**config.mk**
```make
export PLATFORM = sky130hd
export DESIGN_NAME = rr_arb4_sel
export DESIGN_NICKNAME = d
export VERILOG_FILES = /design/src/rtl/rr_arb4_sel.sv
export SDC_FILE = /design/constraint.sdc
export NUM_CORES = 1
export LEC_CHECK = 0
export ABC_AREA = 1
export CORE_ASPECT_RATIO = 0.8
export CORE_MARGIN = 5
export CORE_UTILIZATION = 45
export CTS_CLUSTER_SIZE = 28
export DETAILED_ROUTE_END_ITERATION = 10
export GPL_TIMING_DRIVEN = 0
export PLACE_DENSITY_LB_ADDON = 0.12
export SETUP_SLACK_MARGIN = 0.1
export SLEW_MARGIN = 30
export SYNTH_ARGS = -nofsm -noshare
export SYNTH_HDL_FRONTEND = slang
export SYNTH_SLANG_ARGS = --single-unit
```
**constraint.sdc**
```tcl
create_clock -name clk -period 1.7 [get_ports clk]
set_input_delay 0.17 -clock clk [delete_from_list [all_inputs] [get_ports clk]]
set_output_delay 0.17 -clock clk [all_outputs]
set_load 0.05 [all_outputs]
```
**src/rtl/rr_arb4_sel.sv**
```systemverilog
// Four-channel round-robin arbiter steering the select of an external 4:1 mux.
// A grant is held for at most MAX_BURST accepted beats, then priority rotates past the winner.
module rr_arb4_sel #(
  parameter int MAX_BURST = 8,
  parameter int CNT_W     = 4
) (
  input  logic       clk,
  input  logic       rst_n,
  input  logic [3:0] req,
  input  logic       out_ready,
  output logic [3:0] grant,
  output logic [1:0] sel,
  output logic       out_valid,
  output logic       busy
);

  localparam logic [CNT_W-1:0] LAST_BEAT = CNT_W'(MAX_BURST - 1);

  logic [3:0]       grant_reg;
  logic [1:0]       sel_reg;
  logic             busy_reg;
  logic [1:0]       ptr_reg;
  logic [CNT_W-1:0] cnt_reg;

  logic [1:0] win_idx;
  logic [1:0] cand;
  logic [3:0] win_onehot;
  logic       xfer;
  logic       release_now;

  // Scan from farthest to nearest so the channel closest after ptr wins.
  always_comb begin
    win_idx = ptr_reg;
    cand    = ptr_reg;
    for (int k = 4; k >= 1; k--) begin
      cand = ptr_reg + 2'(k);
      if (req[cand]) win_idx = cand;
    end
  end

  generate
    for (genvar gi = 0; gi < 4; gi++) begin : g_onehot
      assign win_onehot[gi] = (win_idx == 2'(gi));
    end
  endgenerate

  assign out_valid   = busy_reg & req[sel_reg];
  assign xfer        = out_valid & out_ready;
  assign release_now = ~req[sel_reg] | (xfer & (cnt_reg == LAST_BEAT));

  always_ff @(posedge clk or negedge rst_n) begin
    if (!rst_n) begin
      grant_reg <= 4'b0000;
      sel_reg   <= 2'd0;
      busy_reg  <= 1'b0;
      ptr_reg   <= 2'd3;
      cnt_reg   <= '0;
    end else if (!busy_reg) begin
      if (req != 4'b0000) begin
        grant_reg <= win_onehot;
        sel_reg   <= win_idx;
        busy_reg  <= 1'b1;
        cnt_reg   <= '0;
      end
    end else if (release_now) begin
      // sel is deliberately left alone so the mux does not move on release.
      ptr_reg   <= sel_reg;
      grant_reg <= 4'b0000;
      busy_reg  <= 1'b0;
      cnt_reg   <= '0;
    end else if (xfer) begin
      cnt_reg <= cnt_reg + 1'b1;
    end
  end

  assign grant = grant_reg;
  assign sel   = sel_reg;
  assign busy  = busy_reg;

endmodule
```
# Word level (Yosys, flattened, before mapping)
# Cells that the tools add are included.
[totals]
reg_bits = 13
in_bits = 7
out_inout_bits = 8
wordCells = 53
[op_classes]
addsub = 4
magnitude_cmp = 4
eq_ne = 6
mux = 21
n_bitwise = 6
reduce_logical = 7
[op_table]
columns = ["op", "count"]
rows = [
  ["$mux 4", 7],
  ["$lt 2x3->1 const B", 4],
  ["$bmux 1 s2", 4],
  ["$reduce_and 2->1", 4],
  ["$mux 1", 7],
  ["$mux 2", 3],
  ["$add 2x2->2 const B", 2],
  ["$add 4x1->4 const B", 1],
  ["$eq 2x2->1 const B", 2],
  ["$eq 4x3->1 const B", 1],
  ["$reduce_bool 4->1", 1],
  ["$and 1x1->1", 3],
  ["$ne 3x1->1 const B", 1],
  ["$add 2x1->2 const B", 1],
  ["$eq 2x1->1 const B", 1],
  ["$logic_not 2->1", 1],
  ["$ne 2x1->1 const B", 1],
  ["$not 1->1", 2],
  ["$reduce_bool 2->1", 1],
  ["$or 1x1->1", 1],
]

# Depth between registers and ports, before layout
[logic_depth]
ltp_word = 9
mapped_depth = 11
mapped_depth_nobuf = 11

# Worst setup path before layout
# OpenSTA, ideal clock, no wires.
[synth_path]
kind = "register to output"
startpoint = "register busy_reg (netlist: busy)"
endpoint = "output out_valid"
arrival_time_ps = 1612
required_time_ps = 1530
setup_slack_ps = -82
stages_incl_launch_ff = 4
n_path_buf = 1
path_cell_list = "dfrtp_1 > clkbuf_2 > inv_1 > nor2_1"
[synth_via]
elab_chain_cells = 1
[synth_rtl]
columns = ["item", "line_no", "text"]
rows = [
  ["start: declaration", "21", "logic busy_reg;"],
  ["start signal: assignment", "55", "busy_reg <= 1'b0;"],
  ["start signal: assignment", "62", "busy_reg <= 1'b1;"],
  ["start signal: assignment", "69", "busy_reg <= 1'b0;"],
  ["$and 1x1->1", "47", "assign out_valid = busy_reg & req[sel_reg];"],
  ["end: declaration", "13", "output logic out_valid,"],
]
# No other way between the ends.

# Worst setup path after layout
[layout_path]
startpoint = "register sel_reg[0] (netlist: sel[0])"
endpoint = "output out_valid"
[layout_via]
elab_chain_cells = 3
[layout_rtl]
columns = ["item", "line_no", "text"]
rows = [
  ["start: declaration", "20", "logic [1:0] sel_reg;"],
  ["start signal: assignment", "61", "sel_reg <= win_idx;"],
  ["$bmux 1 s2", "47", ""],
  ["$mux 1 (not written as such)", "47", ""],
  ["$and 1x1->1", "47", ""],
]
# No other way between the ends. The select of a mux whose other input is x is not followed.

==> impl_metrics.csv <==
group,metric,value,unit
final_layout,stdcell_count,176,
critical_path,end_kind,"output port",
global_routing,track_usage,14.6,%
clock_network,clk_pin_slew,0.08,ns
clock_network,clk_latency,0.27,ns
detailed_routing,drt-total-wl,1.93,mm
final_layout,fill_cells,184,
floorplanning,start_util,47.4,%
timing,worst_slew_pin_slew,0.584,ns
clock_network,cts_buffer_depth,2,
placed_design,place_area,0.00107,mm2
timing,hold_viol_final,0,
timing,finalClockSkew,0.00287,ns
final_layout,multi_input_area,524,um2
clock_network,numCtsBuffers,3,
status,status,"finished, final reports clean",
detailed_routing,num_vias,872,
global_routing,grt_overflow,0,
floorplanning,die_x,59.9,um
global_routing,grt_pass1_vias,766,
power,peakVddDrop,1.15,mV
clock_network,cts_hold_buf,0,
floorplanning,io_pins,15,
floorplanning,dieArea,0.00299,mm2
floorplanning,core,0.00189,mm2
critical_path,critical-path-max-stage-delay,0.41,ns
critical_path,cp.required,1.53,ns
global_routing,grt_pass1_wl,3.33,mm
floorplanning,row_count,14,
clock_network,clkSinkCount,13,
final_layout,final_util,58.3,%
detailed_routing,dr.first_iter.drc_count,22,
synthesis,yosysWarnings,0,
clock_network,clockRootBuffer,"clkbuf_4",
final_layout,n_antenna_cell,0,
critical_path,timing.critical_path.cells,"inv_1 -> nand2_1 -> nand3_1 -> nand2_1 -> nor2_2 -> buf_6",
hold_path,worst_hold_path_type,"input pin to asynchronous set/reset pin",
timing,min_period,1.49,ns
detailed_routing,routedWlPerCell,10.9,um
synthesis,ys_types,18,
final_layout,syn_to_final_growth,23.2,%
critical_path,worst_ep_arrival_time,1.32,ns
power,power.total,2.27,mW
synthesis,synth_cells,133,
synthesis,synth_area_per_cell,6.74,um2
critical_path,cpMaxStageDelayCell,"dfrtp_1",
placed_design,gp_congestion,0.726,
timing,drv_slew,0,
detailed_routing,via_per_inst,4.95,
final_layout,layout-drive-gt1-share,19.1,%
timing,slew_headroom,61.0,%
synthesis,synth-seq-cells,13,
critical_path,cpMostUsedCell,"nand2_1",
timing,fmax,671,MHz
detailed_routing,antenna_left,0,
placed_design,portBuffers,14,
timing,final_critical_path_setup_slack,0.210,ns
power,power_leakage,0.613,nW
placed_design,hpwl,1.48,mm
synthesis,synth_nets,141,
job,cap_violations,0,
global_routing,antenna_found_initial,0,
global_routing,grt_max_degree,14,
placed_design,dp_cells,171,
clock_network,htreeDepth,1,
timing,rsz0062_at_grt,"true",
final_layout,seqCellArea,328,um2
detailed_routing,drtPass1Iterations,4,
final_layout,nets,161,
synthesis,yosysSeqAreaShare,36.6,%
floorplanning,die_y,49.9,um
critical_path,start_kind,"flip-flop",
synthesis,mappedNetlistArea,896,um2
clock_network,cts_tree,"yes",
power,power_density,2060,mW/mm2
detailed_routing,drc_errors,0,
final_layout,stdcell_area,0.00110,mm2
critical_path,setup.worst_path.class,"flip-flop to output port",
placed_design,pre_cts_ws,-0.342,ns
critical_path,path_max_fanout,4,
timing,finalCritPeriodShare,87.6,%
timing,setup_viol,0,
## layout make-up
| cell class | instances | share of cell area [%] |
|---|---|---|
| Multi-Input combinational cell | 109 | 47.5 |
| Sequential cell | 13 | 29.7 |
| Timing Repair Buffer | 15 | 13.0 |
| Inverter | 9 | 3.06 |
| Tap cell | 24 | 2.72 |
| Clock buffer | 3 | 2.04 |
| Buffer | 2 | 1.47 |
| Clock inverter | 1 | 0.454 |
## final timing paths
check	startpoint	to	slack, ns	cells past startpoint
setup / recovery	sel[0]$_DFFE_PN0P_	out_valid	0.21	6
hold / removal	rst_n	sel[0]$_DFFE_PN0P_	0.26	1
setup reg to reg	cnt_reg[0]$_DFFE_PN0P_	grant[0]$_DFFE_PN0P_	0.22	8
hold reg to reg	grant[1]$_DFFE_PN0P_	grant[1]$_DFFE_PN0P_	0.49	2
max in group asynchronous	rst_n	busy$_DFF_PN0_	1.06	1
min in group clk	grant[1]$_DFFE_PN0P_	grant[1]$_DFFE_PN0P_	0.49	2
## where the power goes
| part | internal [mW] | switching [mW] | leakage (nW) |
|---|---|---|---|
| registers | 0.439 | 0.0942 | 0.165 |
| clock network | 0.0872 | 0.100 | 0.0177 |
| logic | 0.489 | 1.06 | 0.430 |
## cell usage in the layout (no fill, tap or decap), drive strengths merged
| master | count |
|---|---|
| nor2 | 9 |
| buf | 3 |
| clkinv | 1 |
| o21ai | 9 |
| nand3 | 18 |
| nor3b | 1 |
| dlymetal6s2s | 1 |
| inv | 9 |
| clkbuf | 4 |
| ha | 1 |
| dfstp | 2 |
| a21oi | 2 |
| nand2 | 67 |
| clkdlybuf4s50 | 6 |
| dfrtp | 11 |
| xor2 | 2 |
| dlygate4sd2 | 6 |
## per-layer routing
| layer | up-vias | wire, um | track usage, % |
|---|---|---|---|
| met2 | 15 | 796 | 20.7 |
| met4 | 0 | 8 | 2.21 |
| met1 | 395 | 992 | 20.4 |
| met3 | 2 | 127 | 7.05 |
| li1 | 460 | - | - |
| met5 | - | 0 | 0 |
## Yosys cell counts (all sizes together)
cell | instances | area [um2]
ha | 1 | 12.5
a21oi | 2 | 10.0
nor3b | 1 | 12.5
clkbuf | 1 | 5.00
o21ai | 9 | 52.6
nand3 | 18 | 90.1
nand2 | 67 | 284
dfstp | 2 | 52.6
dfrtp | 11 | 275
xor2 | 2 | 17.5
inv | 9 | 33.8
nor2 | 9 | 38.8
buf | 1 | 11.3
## per-stage QoR
step / setup TNS, ns / hold slack, ns
5_1_grt: 0 / 0.283
6_report: 0 / 0.263
3_5_place_dp: -0.342 / 0.465
2_1_floorplan: 0 / -0.126
4_1_cts: 0 / 0.276
3_3_place_gp: -0.343 / 0.469
## worst max-delay path: cells and delay by family (launching register included)
family	cells	cell delay, ns
flops	1	0.41
buf+inv	2	0.27
simple gates	4	0.36
## cells by family after synthesis
family / after synthesis / synth area share [%]
AO/OA/AOI/OAI: 11 / 6.98
XOR/XNOR: 2 / 1.96
AND/OR/NAND/NOR: 95 / 47.5
adder cells (fa/ha/maj): 1 / 1.40
buffers and inverters: 11 / 5.59
flip-flops: 13 / 36.6
## what timing repair did
item / 4_1_cts / 5_1_grt
gates resized for setup: 11 / 5
cloned: 0 / 0
endpoints found under the setup margin: 7 / 6
setup buffers: 0 / 1
No activity file was read; power rests on OpenSTA's default activity.
